--- src/rtl/btb_next_pc.sv ---
// Fetch-stage next-PC generator: fetch PC register plus a direct-mapped BTB.
// Combines the BTB hit/target with the gshare direction to pick the next PC.
module btb_next_pc #(
    parameter int          BTB_ENTRIES = 64,
    parameter logic [31:0] RESET_PC    = 32'h1eceb000
) (
    input  logic        clk,
    input  logic        rst,
    input  logic        fetch_ready,
    input  logic        pred_taken,
    input  logic        redirect_valid,
    input  logic [31:0] redirect_pc,
    input  logic        upd_valid,
    input  logic [31:0] upd_pc,
    input  logic [31:0] upd_target,
    input  logic        upd_taken,
    output logic [31:0] pc,
    output logic        pc_valid,
    output logic        btb_hit,
    output logic        pred_taken_out,
    output logic [31:0] pred_target
);
    localparam int IDX_W = $clog2(BTB_ENTRIES);
    localparam int TAG_W = 30 - IDX_W;

    logic [29:0]            r_pc_hi;
    logic                   r_pc_valid;
    logic [BTB_ENTRIES-1:0] r_valid;
    logic [TAG_W-1:0]       r_tag [BTB_ENTRIES];
    logic [29:0]            r_tgt [BTB_ENTRIES];

    logic [IDX_W-1:0] w_idx;
    logic [TAG_W-1:0] w_tag;
    logic [IDX_W-1:0] w_upd_idx;
    logic [TAG_W-1:0] w_upd_tag;
    logic             w_hit;
    logic             w_take;
    logic [29:0]      w_next_hi;
    logic             w_unused;

    // PCs are word aligned; only bits [31:2] are stored and compared.
    assign w_idx     = r_pc_hi[IDX_W-1:0];
    assign w_tag     = r_pc_hi[29:IDX_W];
    assign w_upd_idx = upd_pc[IDX_W+1:2];
    assign w_upd_tag = upd_pc[31:IDX_W+2];
    assign w_unused  = ^{redirect_pc[1:0], upd_pc[1:0], upd_target[1:0]};

    assign w_hit     = r_valid[w_idx] & (r_tag[w_idx] == w_tag);
    assign w_take    = w_hit & pred_taken;
    assign w_next_hi = w_take ? r_tgt[w_idx] : r_pc_hi + 30'd1;

    assign pc             = {r_pc_hi, 2'b00};
    assign pc_valid       = r_pc_valid;
    assign btb_hit        = w_hit;
    assign pred_taken_out = w_take;
    assign pred_target    = {w_next_hi, 2'b00};

    always_ff @(posedge clk) begin
        if (rst) begin
            r_pc_hi    <= RESET_PC[31:2];
            r_pc_valid <= 1'b0;
        end else begin
            r_pc_valid <= 1'b1;
            if (redirect_valid) begin
                r_pc_hi <= redirect_pc[31:2];
            end else if (r_pc_valid && fetch_ready) begin
                r_pc_hi <= w_next_hi;
            end
        end
    end

    always_ff @(posedge clk) begin
        if (rst) begin
            r_valid <= '0;
        end else if (upd_valid && upd_taken) begin
            r_valid[w_upd_idx] <= 1'b1;
        end
    end

    // Not-taken resolutions leave the entry alone; gshare tracks direction.
    always_ff @(posedge clk) begin
        if (!rst && upd_valid && upd_taken) begin
            r_tag[w_upd_idx] <= w_upd_tag;
            r_tgt[w_upd_idx] <= upd_target[31:2];
        end
    end
endmodule

--- config.mk ---
export PLATFORM = sky130hd
export DESIGN_NAME = btb_next_pc
export DESIGN_NICKNAME = d
export VERILOG_FILES = /design/src/rtl/btb_next_pc.sv
export SDC_FILE = /design/constraint.sdc
export NUM_CORES = 2
export LEC_CHECK = 0
export ABC_CLOCK_PERIOD_IN_PS = 14500
export BUFFER_PORTS_ARGS = -buffer_cell sky130_fd_sc_hd__buf_2
export CELL_PAD_IN_SITES_DETAIL_PLACEMENT = 1
export CELL_PAD_IN_SITES_GLOBAL_PLACEMENT = 1
export CORE_ASPECT_RATIO = 1.2
export CORE_MARGIN = 5
export CORE_UTILIZATION = 60
export DETAILED_ROUTE_END_ITERATION = 12
export PLACE_DENSITY_LB_ADDON = 0.3
export SYNTH_ARGS = -nofsm -noshare
export SYNTH_HDL_FRONTEND = slang
export SYNTH_SLANG_ARGS = --single-unit
--- constraint.sdc ---
create_clock -name clk -period 14.5 [get_ports clk]
set_clock_uncertainty 0.05 [all_clocks]
set_input_delay 2.9 -clock clk [delete_from_list [all_inputs] [get_ports clk]]
set_output_delay 2.9 -clock clk [all_outputs]
set_load 0.01 [all_outputs]
# [Word level (Yosys, flattened, before mapping)]
# Memories as Yosys holds them, arrays and structs flattened. A register that Yosys moved wholly into a read port is not among the register bits.
# Cells that the tools add are included.
[word_totals] register_bits=95 latch_bits=0 mem_bits_rw=3456 romBits=0 in_bits=103 output_inout_bits=67 wordCells=34 memories=2
[classes] add_sub_neg=1 mul=0 div=0 magnitude_cmp=3 n_eq_ne=1 shift=0 muxes=14 n_bitwise=3 reduce_logical=7
[memory_table] memory="r_tgt" depth=64 word_bits=30 rd=1 rd_ports_with_merged_regs=1 write_ports=1 line_no="30" source="logic [29:0] r_tgt [BTB_ENTRIES];"
[memory_table] memory="r_tag" depth=64 word_bits=24 rd=1 rd_ports_with_merged_regs=1 write_ports=1 line_no="29" source="logic [TAG_W-1:0] r_tag [BTB_ENTRIES];"
[ops] operator="two-way mux 30 bit" count=3
[ops] operator="OR 64 bit" count=1
[ops] operator="adder 30 x 1 -> 30 bit (second input constant)" count=1
[ops] operator="== test 24 bit" count=1
[ops] operator="two-way mux 6 bit" count=4
[ops] operator="< comparator 6 x 7 -> 1 bit (second input constant)" count=2
[ops] operator="binary-select mux 1 bit (select 6 bit)" count=1
[ops] operator="demux 1 bit (select 6 bit)" count=1
[ops] operator="greater-or-equal comparator 6 x 1 -> 1 bit (second input constant)" count=1
[ops] operator="logical AND 1 bit" count=5
[ops] operator="two-way mux 1 bit" count=5
[ops] operator="bitwise AND 1 bit" count=2
[ops] operator="nonzero test 2 bit" count=1
[ops] operator="zero test 1 bit" count=1

# [Longest topological paths before layout]
[depth] ltp_word=9 mapped_depth=19 ltp_nobuf=10

# [Least setup slack after synthesis]
# Ideal clock, no wire load.
[synth_path] kind="input -> output" startpoint="input port pred_taken" endpoint="output port pred_target[3]" t_arrival_ns=4.035 required_ns=11.550 path_slack_ns=7.515 path_stages=4 path_buffers=1 path_cell_list="or4b_1 -> clkbuf_1 -> or2_1 -> mux2_1"
[synth_via] elab_chain_cells=2
[synth_lines] item="from (decl)" line_no="10" source="input logic pred_taken,"
[synth_lines] item="bitwise AND 1 bit" line_no="49" source="assign w_take = w_hit & pred_taken;"
[synth_lines] item="two-way mux 30 bit" line_no="50" source="assign w_next_hi = w_take ? r_tgt[w_idx] : r_pc_hi + 30'd1;"
[synth_lines] item="to (decl)" line_no="21" source="output logic [31:0] pred_target"
# Every way passes these cells.

==> results.json <==
{
  "groute.usage.overall_pct": 39.4,
  "overflow": 0,
  "ios": 170,
  "synth_top_family_by_area": "multiplexers",
  "dpl_cell_area_um2": 142000,
  "crit_end": "pred_target[5]",
  "routedWlPerCell_um": 48.0,
  "finalHoldViolations": 0,
  "numCtsBuffers": 341,
  "ant_nets": 0,
  "synthAdderAreaFrac_pct": 0.00910,
  "slew_violations": 3,
  "drt_iter0_drc": 14420,
  "cp_cell_sequence": "buf_4 > buf_12 > buf_4 > mux4_1 > or3b_2 > nand4_1 > or3_1 > o31ai_1 > nand3_1 > or4_1 > nor4_4 > buf_4 > a31oi_1 > nor2_1 > buf_2",
  "final_area_um2": 153000,
  "final_cell_mix": "3456 x edfxtp_1, 897 x mux4_2, 345 x clkbuf_16",
  "grt_pass1_wl_um": 643000,
  "path_class": "register to output port",
  "critPathMaxFanout": 87,
  "ys_seq_area_share_pct": 76.9,
  "synth_edf_count": 3456,
  "gp_congestion": 0.876,
  "crit_path_frequent_cell": "buf_4",
  "required_ns": 11.55,
  "rsz0062_at_grt": "false",
  "critPathCaptureType": "output port",
  "dr.pass1.iters": 8,
  "synthSimpleGateAreaFrac_pct": 1.81,
  "final_common_cell": "edfxtp_1",
  "die_h_um": 534,
  "hpwl_um": 237000,
  "startpoint_type": "register",
  "core_um2": 228000,
  "synth_compound_area_share_pct": 2.45,
  "synth-seq-cells": 3557,
  "fill_cells": 17374,
  "vias_per_cell": 7.76,
  "layout.nets": 6601,
  "clk_pin_slew_ns": 0.07,
  "period_minus_slack_ns": 10.79,
  "grt_pass1_vias": 76875,
  "dieArea_um2": 239000,
  "ctsHoldBuffers": 0,
  "outcome": "complete, but fails checks",
  "synthFlopType": "edfxtp_1",
  "cpPeakStageDelay_ns": 0.76,
  "violations": "max-capacitance violations, max-slew violations",
  "ctsResizeCount": 0,
  "setup_tns_ns": 0,
  "route.met3.wl_um": 63400,
  "cts_setup_buffers": 0,
  "fmax_ghz": 0.0926,
  "mappedNetlistArea_um2": 138000,
  "synthDistinctLibCells": 86,
  "routed.top_layer": "met5",
  "ir_drop_v": 0.000170,
  "post-route-period-util_pct": 74.4,
  "grt_max_degree": 147,
  "power.static_leakage_nw": 47.5,
  "cts_root_buffer": "clkbuf_16",
  "worstMarginPinSlew_ns": 1.51,
  "reg2regPathDepth": 14,
  "synth_mux_area_share_pct": 17.1,
  "drive_above_1_share_pct": 27.9,
  "fin_total_pwr_mw": 21.7,
  "place_inst": 9160,
  "cp_top_family": "buffers and inverters",
  "instances_no_fill": 9814,
  "r2r_slack_ns": 7.20,
  "cts.htree.levels": 5,
  "hold_path.class": "register to register",
  "synthArstFlopShare_pct": 0,
  "clkLatencyLatePin_ns": 0.92,
  "rows": 192,
  "clock_sinks": 3557,
  "tritoncts": "done",
  "slowest_stage": "dfxtp_4",
  "wl_met2_um": 220000,
  "cts_buffer_depth": 4,
  "wl_met1_um": 145000,
  "cp.depth": 15,
  "wl_um": 471000,
  "setup_violations": 0,
  "cp.arrival_ns": 7.84,
  "die_w_um": 447,
  "ys.warnings.count": 0,
  "syn_to_final_growth_pct": 11.6,
  "io_buffers": 159,
  "hold_ws_ns": 0.414,
  "relSlewSlack_pct": -1.58,
  "antenna_found_initial": 44,
  "syn_inst": 6136,
  "initial_utilization_pct": 60.3,
  "powerDensity_nw_per_um2": 142,
  "drc": 0,
  "hp-start": "r_valid[51]",
  "via_count": 76112,
  "max-cap-violations": 1,
  "cp_num_buf_inv": 5,
  "postSynthAreaPerCell_um2": 22.4,
  "synth_xor_area_share_pct": 0.312
}
## sequential cells by signal, indices dropped and copies added, names as in the netlist, named ones only
register,flops
r_tgt,1920
r_pc_hi,30
r_tag,1536
pc_valid,1
r_valid,64
## synth_stat cells (all sizes together), types with 7 or more instances
master | count | area share, %
a2111oi | 7 | 0.049
a211oi | 13 | 0.078
a21o | 65 | 0.35
a21oi | 50 | 0.18
a221oi | 18 | 0.11
a22o | 7 | 0.045
a22oi | 122 | 0.67
a31oi | 34 | 0.15
and2 | 15 | 0.068
and3 | 17 | 0.077
and4 | 14 | 0.089
buf | 210 | 0.95
clkbuf | 145 | 0.40
dfxtp | 101 | 1.5
edfxtp | 3456 | 75
inv | 13 | 0.035
mux2 | 39 | 0.32
mux2i | 267 | 1.9
mux4 | 904 | 15
nand2 | 102 | 0.28
nand2b | 12 | 0.055
nand3 | 56 | 0.20
nand3b | 10 | 0.055
nand4 | 20 | 0.091
nor2 | 132 | 0.36
nor2b | 32 | 0.15
nor3 | 46 | 0.17
nor4 | 7 | 0.043
o211ai | 8 | 0.044
o21ai | 27 | 0.098
o221ai | 13 | 0.083
o22ai | 18 | 0.082
o31ai | 17 | 0.093
o32ai | 17 | 0.14
or4 | 7 | 0.041
xnor2 | 34 | 0.22
xor2 | 15 | 0.096
## metrics by stage
step	util (%)	worst slack (ns)
after CTS	67.3	3.80
final	67.3	3.71
after floorplan	-	7.52
after global placement	62.5	5.03
after detailed placement	62.5	4.97
after global routing	67.3	3.61
## worst min-delay path by stage
stage / slack, ns / end / cells after the start
2_1_floorplan: 0.37 / r_valid[10] / 1
3_3_place_gp: 0.38 / r_valid[10] / 1
3_5_place_dp: 0.38 / r_valid[37] / 1
4_1_cts: 0.41 / r_valid[34] / 1
5_1_grt: 0.42 / r_valid[58] / 1
6_report: 0.41 / r_valid[51] / 1
## cell families (layout without fill, tap and decap cells)
group           after synthesis  in the layout
xor+xnor                     49             49
compound gates              457            457
simple gates                493            493
fa+ha+maj                     1              1
mux                        1210           1210
other cells                   1             49
flops                      3557           3557
buf+inv                     368            991
## report_power, final
group          switching [mW]  internal [mW]  total, mW
Sequential             0.0488           11.3       11.3
Combinational           0.824          0.482       1.31
Clock                    4.03           5.07       9.09
Total                    4.90           16.8       21.7
## worst reg2reg max path, cell delays in order (launching register included)
cell     delay [ns]
dfxtp_4        0.76
buf_4          0.61
buf_12         0.57
buf_4          0.77
mux4_1         0.73
or3b_2         0.23
nand4_1        0.12
or3_1          0.58
o31ai_1        0.48
nand3_1        0.14
or4_1          0.51
nor4_4         0.26
buf_4          0.42
a31oi_1        0.21
o32ai_1        0.70
## final cells by class
class	instances	area [um2]	share of cell area, %
diodes	45	113	0.0734
clock buffers	424	8930	5.82
clock inverters	184	1980	1.29
inverters	13	52.6	0.0342
multi-input cells	2214	30300	19.8
flip-flops and latches	3557	106000	68.9
well taps	3007	3760	2.45
repair buffers	370	2490	1.62
## per-layer routing
metal  vias to the layer above  GRT usage [%]
met1                     39251           49.0
met2                      8093           60.0
met4                        14           28.2
met3                      1895           11.2
met5                         -              0
li1                      26859              -
Note: power is estimated with default switching activity, not from simulation.
